### config.mk
export PLATFORM = sky130hd
export DESIGN_NAME = mem_bus_router
export DESIGN_NICKNAME = d
export VERILOG_FILES = /design/src/rtl/mem_bus_router.sv
export SDC_FILE = /design/constraint.sdc
export NUM_CORES = 1
export LEC_CHECK = 0
export CAP_MARGIN = 20
export CORE_MARGIN = 2
export CORE_UTILIZATION = 48
export CTS_CLUSTER_DIAMETER = 50
export CTS_CLUSTER_SIZE = 8
export DETAILED_ROUTE_END_ITERATION = 8
export GPL_ROUTABILITY_DRIVEN = 0
export GPL_TIMING_DRIVEN = 0
export PLACE_DENSITY = 0.83
export SKIP_CTS_REPAIR_TIMING = 1
export SLEW_MARGIN = 20
export SYNTH_ARGS = -nofsm -noshare
export SYNTH_HDL_FRONTEND = slang
export SYNTH_SLANG_ARGS = --single-unit
### constraint.sdc
create_clock -name clk -period 2.86 [get_ports clk]
set_input_delay 0.572 -clock clk [delete_from_list [all_inputs] [get_ports clk]]
set_output_delay 0.572 -clock clk [all_outputs]
set_load 0.02 [all_outputs]
### src/rtl/mem_bus_router.sv
// Core-side memory router: MMIO register block (GPIO, timer, status) plus a
// storage port with req/rvalid handshake and a wait timeout.
module mem_bus_router #(
  parameter int unsigned MEM_W          = 32,
  parameter int unsigned GPIO_N         = 16,
  parameter logic [31:0] MMIO_BASE      = 32'h0000_0100,
  parameter logic [31:0] SRAM_BASE      = 32'h0000_1000,
  parameter logic [31:0] EXT_BASE       = 32'h0000_2000,
  parameter int unsigned TIMEOUT_CYCLES = 1024
) (
  input  logic                clk,
  input  logic                rst,
  input  logic                vproc_mem_req_o,
  input  logic [31:0]         vproc_mem_addr_o,
  input  logic                vproc_mem_we_o,
  input  logic [MEM_W/8-1:0]  vproc_mem_be_o,
  input  logic [MEM_W-1:0]    vproc_mem_wdata_o,
  output logic                vproc_mem_rvalid_i,
  output logic                vproc_mem_err_i,
  output logic [MEM_W-1:0]    vproc_mem_rdata_i,
  output logic                stor_req,
  output logic                stor_we,
  output logic [31:0]         stor_addr,
  output logic [MEM_W/8-1:0]  stor_be,
  output logic [MEM_W-1:0]    stor_wdata,
  input  logic                stor_rvalid,
  input  logic [MEM_W-1:0]    stor_rdata,
  input  logic                timer_is_high,
  output logic                set_timer,
  output logic [31:0]         timer_set_val,
  input  logic [GPIO_N-1:0]   gpio_i,
  output logic [GPIO_N-1:0]   gpio_o,
  output logic [GPIO_N-1:0]   gpio_oe
);

  localparam int unsigned CW = $clog2(TIMEOUT_CYCLES + 1);

  typedef enum logic [1:0] {IDLE, MMIO_RSP, STOR_WAIT, STOR_RSP} state_t;

  state_t              state;
  logic [CW-1:0]       cnt;
  logic [GPIO_N-1:0]   sync1, sync2;
  logic                drop, timeout;

  logic [31:0] off, wd32, mask32, rd32, oe_next, out_next;
  logic        is_stor, ext_wr, in_mmio, bad_addr;
  logic        sel_oe, sel_out, sel_in, sel_tim, sel_st;

  always_comb begin
    off      = vproc_mem_addr_o - MMIO_BASE;
    wd32     = vproc_mem_wdata_o[31:0];
    mask32   = {{8{vproc_mem_be_o[3]}}, {8{vproc_mem_be_o[2]}},
                {8{vproc_mem_be_o[1]}}, {8{vproc_mem_be_o[0]}}};
    is_stor  = vproc_mem_addr_o >= SRAM_BASE;
    ext_wr   = is_stor && vproc_mem_we_o && (vproc_mem_addr_o >= EXT_BASE);
    in_mmio  = !is_stor && (vproc_mem_addr_o >= MMIO_BASE);
    sel_oe   = in_mmio && (off == 32'h00);
    sel_out  = in_mmio && (off == 32'h04);
    sel_in   = in_mmio && (off == 32'h08);
    sel_tim  = in_mmio && (off == 32'h0C);
    sel_st   = in_mmio && (off == 32'h10);
    // GPIO_IN is read-only, so a write there falls into the error path too
    bad_addr = ext_wr ||
               (!is_stor && !(sel_oe || sel_out || (sel_in && !vproc_mem_we_o) ||
                              sel_tim || sel_st));
    oe_next  = (32'(gpio_oe) & ~mask32) | (wd32 & mask32);
    out_next = (32'(gpio_o)  & ~mask32) | (wd32 & mask32);
    rd32     = '0;
    if (sel_oe)  rd32 = 32'(gpio_oe);
    if (sel_out) rd32 = 32'(gpio_o);
    if (sel_in)  rd32 = 32'(sync2);
    if (sel_tim) rd32 = {31'b0, timer_is_high};
    if (sel_st)  rd32 = {30'b0, timeout, drop};
  end

  always_ff @(posedge clk or negedge rst) begin
    if (!rst) begin
      state              <= IDLE;
      cnt                <= '0;
      sync1              <= '0;
      sync2              <= '0;
      drop               <= 1'b0;
      timeout            <= 1'b0;
      vproc_mem_rvalid_i <= 1'b0;
      vproc_mem_err_i    <= 1'b0;
      vproc_mem_rdata_i  <= '0;
      stor_req           <= 1'b0;
      stor_we            <= 1'b0;
      stor_addr          <= '0;
      stor_be            <= '0;
      stor_wdata         <= '0;
      set_timer          <= 1'b0;
      timer_set_val      <= '0;
      gpio_o             <= '0;
      gpio_oe            <= '0;
    end else begin
      sync1              <= gpio_i;
      sync2              <= sync1;
      vproc_mem_rvalid_i <= 1'b0;
      vproc_mem_err_i    <= 1'b0;
      vproc_mem_rdata_i  <= '0;
      set_timer          <= 1'b0;
      timer_set_val      <= '0;
      case (state)
        STOR_WAIT: begin
          if (vproc_mem_req_o) drop <= 1'b1;
          if (stor_rvalid) begin
            stor_req           <= 1'b0;
            vproc_mem_rvalid_i <= 1'b1;
            vproc_mem_rdata_i  <= stor_we ? '0 : stor_rdata;
            state              <= STOR_RSP;
          end else if (cnt == CW'(TIMEOUT_CYCLES)) begin
            stor_req        <= 1'b0;
            vproc_mem_err_i <= 1'b1;
            timeout         <= 1'b1;
            state           <= STOR_RSP;
          end else begin
            cnt <= cnt + 1'b1;
          end
        end
        // IDLE and both response states accept a new request identically
        default: begin
          state <= IDLE;
          if (vproc_mem_req_o) begin
            if (bad_addr) begin
              vproc_mem_err_i <= 1'b1;
              state           <= MMIO_RSP;
            end else if (is_stor) begin
              stor_req   <= 1'b1;
              stor_we    <= vproc_mem_we_o;
              stor_addr  <= vproc_mem_addr_o;
              stor_be    <= vproc_mem_be_o;
              stor_wdata <= vproc_mem_wdata_o;
              cnt        <= CW'(1);
              state      <= STOR_WAIT;
            end else begin
              vproc_mem_rvalid_i <= 1'b1;
              state              <= MMIO_RSP;
              if (!vproc_mem_we_o) begin
                vproc_mem_rdata_i <= MEM_W'(rd32);
              end else begin
                if (sel_oe)  gpio_oe <= oe_next[GPIO_N-1:0];
                if (sel_out) gpio_o  <= out_next[GPIO_N-1:0];
                if (sel_tim && (|vproc_mem_be_o[3:0])) begin
                  set_timer     <= 1'b1;
                  timer_set_val <= wd32;
                end
                if (sel_st && vproc_mem_be_o[0]) begin
                  drop    <= drop    & ~wd32[0];
                  timeout <= timeout & ~wd32[1];
                end
              end
            end
          end
        end
      endcase
    end
  end

endmodule

==> impl_metrics.yaml, run 1 <==
run_status:
  status: "finished, final reports clean"
power_and_ir_drop:
  p_int_w: 0.00652
  pwr-share-seq_pct: 41.1
  combPwrFrac_pct: 24.0
  p_leak_nw: 5.43
  switching_share_pct: 27.2
  p_clk_share_pct: 35.0
  pwr_density_cell_nw_per_um2: 732
  switchingPower_w: 0.00244
  worst_ir_drop_vdd_mv: 0.555
  fin_total_pwr_w: 0.00896
critical_path:
  cp_cell_sequence: "clkdlybuf4s50_1, or3_1, or2_2, nor2_2, and3_1, clkbuf_1, and2_1"
  cp_slowest_cell: "clkbuf_1"
  critPathKind: "primary input to flip-flop"
  cp-start-kind: "primary input"
  path_max_fanout: 10
  endpoint_kind: "flip-flop"
  required_ns: 3.33
  reg2reg_slack_ns: 0.38
  crit_path_max_incr_delay_ns: 0.50
  crit_arrival_ns: 3.13
grt:
  grt_overflow: 0
  grt_pass1_wl_um: 34200
  grt_max_degree: 88
  grt_pass1_vias: 6236
  antenna_found_initial: 0
  grt_usage_pct: 24.2
cts:
  cts_buffer_depth: 3
  cts.htree.levels: 1
  cts-root-buf: "clkbuf_16"
  clkSinkCount: 216
  cts_tree: "yes"
  path_clk_slew_ns: 0.05
  clock_latency_ns: 0.55
  cts_made_buffers: 31
logic_synthesis:
  synth_cell_types: 43
  yosys_warnings: 0
  synth_edf_count: 0
  synth_area_um2: 8180
  async_reset_ff_share_pct: 100
  synth_nets: 713
  yosysSeqAreaShare_pct: 66.1
  synthFlopType: "dfrtp_1"
  avgSynthCellArea_um2: 13.9
  synth_seq_cells: 216
  syn_inst: 589
drt:
  antenna_left: 0
  first_iter_violations: 295
  drtPass1Iterations: 4
  vias: 5907
  post_drt_wl_per_cell_um: 19.4
  viasPerCell: 5.20
  drc_errors: 0
  wirelength_um: 22000
placed_design:
  placed_area_um2: 11400
  port_buffers: 289
  dp.cells: 1100
  dpl.hpwl_um: 16000
  place_ws_ns: -0.487
layout:
  drive_gt1_share_pct: 16.9
  syn_to_final_growth_pct: 49.6
  utilization_pct: 73.6
  final_nets: 1038
  diodes: 0
  layoutNonFillerInstCount: 1136
  final_area_um2: 12200
floorplanning:
  rows: 47
  dieArea_um2: 18100
  die_w_um: 135
  ios: 291
  start_util_pct: 49.2
  coreArea_um2: 16600
  die_h_um: 135
timing:
  setup_violations: 0
  drv_slew: 0
  finalHoldViolations: 0
  tightest_slew_ns: 1.08
  setup_ws_ns: 0.202
  rsz0062_at_grt: "no"
  min_period_ns: 2.66
  max_freq_mhz: 376
  fin_skew_ns: 0.0197
  period_share_pct: 92.9
  slew-limit-headroom_pct: 28.1
job:
  drv_cap: 0
hold_path:
  worstHoldPathType: "flip-flop to flip-flop"
==> critical path, delay by kind of cell <==
kind / cells / cell delay, ns
buffers and inverters: 2 / 0.96
AND/OR/NAND/NOR: 5 / 1.58
==> metrics by stage <==
step	hold slack, ns	setup TNS (ns)
4_1_cts	-0.0473	0
5_1_grt	0.352	0
2_1_floorplan	0.276	0
3_5_place_dp	0.335	-40.72
6_report	0.341	0
3_3_place_gp	0.331	-1683.18
==> cells in the final DEF (no fill, tap or decap), drive strengths merged, types with 2 or more instances in the layout <==
| cell | Yosys | layout |
|---|---|---|
| nand2b | 4 | 4 |
| mux2 | 101 | 101 |
| dfrtp | 216 | 216 |
| a21oi | 17 | 17 |
| nor3 | 2 | 2 |
| inv | 4 | 5 |
| nand4 | 5 | 5 |
| clkbuf | 11 | 44 |
| a2111oi | 2 | 2 |
| mux2i | 16 | 16 |
| ha | 2 | 2 |
| clkdlybuf4s50 | 0 | 288 |
| nand3 | 11 | 11 |
| buf | 12 | 15 |
| nor2 | 33 | 33 |
| and3 | 5 | 5 |
| or2 | 2 | 2 |
| nor4 | 10 | 10 |
| nor2b | 2 | 2 |
| xor2 | 9 | 9 |
| nand2 | 34 | 34 |
| and2 | 49 | 49 |
| and4 | 5 | 5 |
| o21ai | 20 | 20 |
| nor3b | 2 | 2 |
| or3 | 2 | 2 |
==> cells in the mapped netlist (7+ instances only) <==
cell type	n	area (um^2)
nor4_1	10	62.6
xor2_1	9	78.8
nand2_1	34	128
o21ai_0	20	100
a21oi_1	17	85.1
nor2_1	33	124
buf_6	7	78.8
nand3_1	9	45.0
mux2_2	101	1140
and2_1	49	307
mux2i_1	16	160
clkbuf_1	11	41.3
dfrtp_1	216	5410
==> power groups by stage <==
| stage | logic [W] | clock network, W | registers [W] |
|---|---|---|---|
| global placement | 0.00211 | 0 | 0.00371 |
| global route | 0.00227 | 0.00334 | 0.00372 |
| detailed placement | 0.00215 | 0 | 0.00372 |
| finish | 0.00215 | 0.00314 | 0.00368 |
| floorplan | 0.000524 | 0 | 0.00417 |
| CTS | 0.00217 | 0.00321 | 0.00368 |
==> path summary, 6_finish.rpt <==
path,from,endpoint,cells past startpoint
max,vproc_mem_addr_o[14],timer_set_val[11],7
max in group asynchronous,rst,stor_addr[22],4
min reg2reg,sync1[4],sync2[4],0
max reg2reg,state[1],timer_set_val[11],7
min in group asynchronous,rst,vproc_mem_rdata_i[17],2
min,sync1[4],sync2[4],0
==> layout make-up <==
class | instances | area (um^2)
Buffer | 23 | 145
Clock buffer | 33 | 793
Clock inverter | 2 | 27.5
Fill cell | 1135 | 4400
Inverter | 4 | 15.0
Multi-Input combinational cell | 346 | 2620
Sequential cell | 216 | 5410
Tap cell | 220 | 275
Timing Repair Buffer | 292 | 2960
==> metal layers <==
layer | share of wire, % | global-route usage [%] | routed length (um)
met1 | 38 | 28.5 | 8430
met3 | 7.4 | 6.49 | 1640
met2 | 51 | 43.0 | 11200
met4 | 3.1 | 8.48 | 692
met5 | 0 | 0 | 0
==> kinds of logic (layout without fill, tap and decap cells) <==
| family | Yosys count | after routing | synth area share [%] |
|---|---|---|---|
| fa+ha+maj | 2 | 2 | 0.306 |
| xor+xnor | 9 | 9 | 0.964 |
| mux | 118 | 118 | 16.1 |
| buf+inv | 27 | 354 | 1.96 |
| flops | 216 | 216 | 66.1 |
| simple gates | 168 | 168 | 11.1 |
| compound gates | 49 | 49 | 3.47 |
No activity file was read; power rests on OpenSTA's default activity.
==> run 2, diff against run 1 <==
==> constraint.sdc (replaced) <==
create_clock -name clk -period 2.86 [get_ports clk]
set_input_delay 0.429 -clock clk [delete_from_list [all_inputs] [get_ports clk]]
set_output_delay 0.429 -clock clk [all_outputs]
set_load 0.02 [all_outputs]
==> impl_metrics.yaml, run 2 (synthesis gave the netlist of run 1 again) <==
floorplanning:
  ios: 291
  start_util_pct: 49.2
  die_w_um: 135
  coreArea_um2: 16600
  dieArea_um2: 18100
  rows: 47
  die_h_um: 135
critical_path:
  r2r-end: "timer_set_val[11]"
  critPathKind: "primary input to flip-flop"
  reg2reg_slack_ns: 0.35
  endpoint_kind: "flip-flop"
  r2r-start: "state[1]"
  r2r_cells: 7
  cp-start-kind: "primary input"
  required_ns: 3.33
  path_max_fanout: 10
  crit_arrival_ns: 3.12
grt:
  grt_pass1_wl_um: 34200
  grt_usage_pct: 24.2
  grt_pass1_vias: 6236
  antenna_found_initial: 0
  grt_overflow: 0
  grt_max_degree: 88
layout:
  layoutNonFillerInstCount: 1136
  diodes: 0
  utilization_pct: 73.5
  final_area_um2: 12200
  final_nets: 1038
  drive_gt1_share_pct: 16.8
  fill_cells: 1137
  syn_to_final_growth_pct: 49.6
  final_cell_mix: "clkdlybuf4s50_1, dfrtp_1, mux2_2"
  layout_commonest_cell: "clkdlybuf4s50_1"
placed_design:
  dpl.hpwl_um: 16000
  port_buffers: 289
  placed_area_um2: 11400
  dp.cells: 1100
cts:
  clkSinkCount: 216
  cts-root-buf: "clkbuf_16"
  cts.htree.levels: 1
  cts_buffer_depth: 3
  path_clk_slew_ns: 0.05
  clock_latency_ns: 0.55
  cts_tree: "yes"
  cts_made_buffers: 31
drt:
  post_drt_wl_per_cell_um: 19.4
  first_iter_violations: 296
  vias: 5933
  antenna_left: 0
  drc_errors: 0
  viasPerCell: 5.22
  wirelength_um: 22000
  drtPass1Iterations: 4
power_and_ir_drop:
  fin_total_pwr_w: 0.00897
  worst_ir_drop_vdd_mv: 0.555
  p_leak_nw: 5.43
  pwr_density_cell_nw_per_um2: 733
timing:
  finalHoldViolations: 0
  slew-limit-headroom_pct: 25.4
  max_freq_mhz: 377
  rsz0062_at_grt: "no"
  drv_slew: 0
  min_period_ns: 2.65
  tightest_slew_ns: 1.12
  setup_violations: 0
  hold_slack_ns: 0.321
  period_share_pct: 92.7
  fin_skew_ns: 0.0209
run_status:
  status: "finished, final reports clean"
hold_path:
  holdPathStages: 1
  min_to: "sync1[5]"
  worstHoldPathType: "primary input to flip-flop"
  hp-start: "gpio_i[5]"
job:
  drv_cap: 0
[run 2: final cells by class]
cell class                 instances  area (um^2)  share of cell area, %
tap                              220          275                   2.25
sequential                       216         5410                   44.2
multi-input combinational        346         2620                   21.4
buffer                            23          145                   1.19
clock inverter                     2         27.5                  0.225
inverter                           4         15.0                  0.123
clock buffer                      33          793                   6.48
timing repair buffer             292         2960                   24.2
[run 2: routing by layer]
layer  track usage [%]  vias to the layer above  routed length [um]
met1              28.5                     2946                8380
li1                  -                     2683                   -
met5                 0                        -                   0
met4              8.48                        0                 680
met3              6.49                       45                1680
met2              43.0                      259               11300
[run 2: power breakdown]
part / switching (W) / internal (W)
clock: 0.00121 / 0.00193
sequential: 0.000204 / 0.00348
combinational: 0.00103 / 0.00112
[run 2: metrics by stage]
stage	setup TNS (ns)	setup WS [ns]
6_report	0	0.209
5_1_grt	0	0.00557
4_1_cts	0	0.223
3_5_place_dp	-21.15	-0.344
3_3_place_gp	-1632.97	-7.50
2_1_floorplan	0	0.552
[run 2: worst max-delay path by stage]
stage	startpoint	to	slack, ns
3_3_place_gp	rst	stor_addr[22]	-7.50
3_5_place_dp	vproc_mem_addr_o[14]	timer_set_val[11]	-0.34
6_report	vproc_mem_addr_o[14]	timer_set_val[11]	0.21
4_1_cts	vproc_mem_addr_o[14]	timer_set_val[11]	0.22
2_1_floorplan	vproc_mem_addr_o[14]	stor_addr[0]	0.55
5_1_grt	vproc_mem_addr_o[28]	timer_set_val[11]	0.006
[run 2: worst max-delay path: stages]
cell,delay (ns)
clkdlybuf4s50_1,0.46
or3_1,0.42
or2_2,0.33
nor2_1,0.39
and3_1,0.36
clkbuf_1,0.51
and2_1,0.22
==> run 3, diff against run 2 <==
Settings changed: GPL_TIMING_DRIVEN 0 to unset.
==> impl_metrics.yaml, run 3 (synthesis gave the netlist of run 1 again) <==
run_status:
  status: "finished, final reports clean"
critical_path:
  endpoint_kind: "flip-flop"
  crit_arrival_ns: 2.66
  path_delay_family: "simple AND/OR/NAND/NOR gates"
  crit_path_max_incr_delay_ns: 0.45
  required_ns: 3.28
  cp_cell_sequence: "clkdlybuf4s50_1, or3_1, or2_2, nor3_4, nand3_2, mux2_2"
  path_max_fanout: 8
  crit_buf_inv: 1
  critPathKind: "primary input to flip-flop"
  cp-start-kind: "primary input"
  cp_slowest_cell: "clkdlybuf4s50_1"
timing:
  slew-limit-headroom_pct: 58.2
  hold_slack_ns: 0.324
  drv_slew: 0
  setup_tns_ns: 0
  rsz0062_at_grt: "no"
  period_share_pct: 78.2
  max_freq_mhz: 447
  setup_violations: 0
  setup_ws_ns: 0.623
  min_period_ns: 2.24
  fin_skew_ns: 0.0125
  finalHoldViolations: 0
  tightest_slew_ns: 0.619
power_and_ir_drop:
  p_int_w: 0.00655
  p_leak_nw: 5.51
  p_clk_share_pct: 35.2
  pwr-share-seq_pct: 41.0
  pwr_density_cell_nw_per_um2: 730
  switching_share_pct: 27.2
  worst_ir_drop_vdd_mv: 0.576
  switchingPower_w: 0.00245
  combPwrFrac_pct: 23.9
layout:
  layoutNonFillerInstCount: 1141
  layout_commonest_cell: "clkdlybuf4s50_1"
  final_cell_mix: "clkdlybuf4s50_1, dfrtp_1, mux2_2"
  syn_to_final_growth_pct: 50.8
  final_nets: 1041
  drive_gt1_share_pct: 18.7
grt:
  globalRouteMet1Util_pct: 29.3
  use_met3_pct: 6.31
  grt_pass1_wl_um: 35000
  grt_usage_pct: 24.9
  grtUsageMet2_pct: 43.7
  grt_max_degree: 72
  grt.busiest_layer: "met2"
  grt_overflow: 0
  grt_pass1_vias: 6411
  antenna_found_initial: 1
floorplanning:
  coreArea_um2: 16600
  die_w_um: 135
  die_h_um: 135
  ios: 291
  start_util_pct: 49.2
  dieArea_um2: 18100
  rows: 47
cts:
  cts_tree: "yes"
  clock_latency_ns: 0.55
  cts_made_buffers: 31
  cts_buffer_depth: 3
  cts-root-buf: "clkbuf_16"
  clkSinkCount: 216
  path_clk_slew_ns: 0.05
  cts.htree.levels: 1
drt:
  first_iter_violations: 200
  drc_errors: 0
  antenna_left: 0
  wirelength_um: 22400
  vias: 5954
  viasPerCell: 5.22
  post_drt_wl_per_cell_um: 19.7
  drtPass1Iterations: 4
placed_design:
  place_ws_ns: 0.0644
  dpl.hpwl_um: 15700
  port_buffers: 290
  dp.cells: 1103
hold_path:
  worstHoldPathType: "primary input to flip-flop"
job:
  drv_cap: 0
-- run 3: cell types whose count changed in the layout (fill, tap and decap cells not counted), moves of 2 or more --
| cell | previous run | this run |
|---|---|---|
| buf_1 | 2 | 0 |
| buf_12 | 0 | 5 |
| buf_16 | 2 | 0 |
| buf_2 | 2 | 0 |
| buf_4 | 1 | 22 |
| buf_6 | 7 | 0 |
| clkbuf_1 | 12 | 1 |
| clkbuf_8 | 1 | 3 |
-- run 3: stage by stage --
| stage | area [um^2] | util, % | total power (W) |
|---|---|---|---|
| floorplan | 8180 | - | 0.00469 |
| global placement | 11500 | 69.0 | 0.00583 |
| detailed placement | 11500 | 69.0 | 0.00588 |
| CTS | 12300 | 74.0 | 0.00909 |
| global route | 12300 | 74.1 | 0.00938 |
| finish | 12300 | 74.1 | 0.00901 |
-- run 3: routing by layer --
| metal | share of wire (%) | vias to the layer above | routed length, um |
|---|---|---|---|
| li1 | - | 2695 | - |
| met1 | 38 | 2968 | 8600 |
| met2 | 51 | 239 | 11400 |
| met3 | 6.8 | 52 | 1520 |
| met4 | 3.9 | 0 | 885 |
| met5 | 0 | - | 0 |
-- run 3: path summary, 6_finish.rpt --
path	startpoint	cells past startpoint	slack, ns	end
max in group asynchronous	rst	3	1.59	async pin
worst min-delay path	gpio_i[2]	1	0.32	sync1[2]
worst max-delay path	vproc_mem_addr_o[14]	6	0.62	flip-flop
worst max register to register	state[0]	5	1.02	stor_wdata[31]
min in group asynchronous	rst	2	0.48	vproc_mem_rdata_i[17]
worst min register to register	sync1[9]	0	0.34	sync2[9]
-- run 3: area by class of cell --
cell class | instances | area [um^2]
flip-flops and latches | 216 | 5410
fillers | 1107 | 4310
repair buffers | 318 | 3180
multi-input cells | 346 | 2620
clock buffers | 34 | 807
well taps | 220 | 275
clock inverters | 2 | 25.0
inverters | 4 | 15.0
diodes | 1 | 2.50
-- run 3: power groups by stage --
stage	registers (W)	clock network [W]	logic, W
floorplan	0.00417	0	0.000524
global placement	0.00371	0	0.00212
detailed placement	0.00373	0	0.00215
CTS	0.00369	0.00323	0.00217
global route	0.00374	0.00336	0.00227
finish	0.00369	0.00317	0.00215
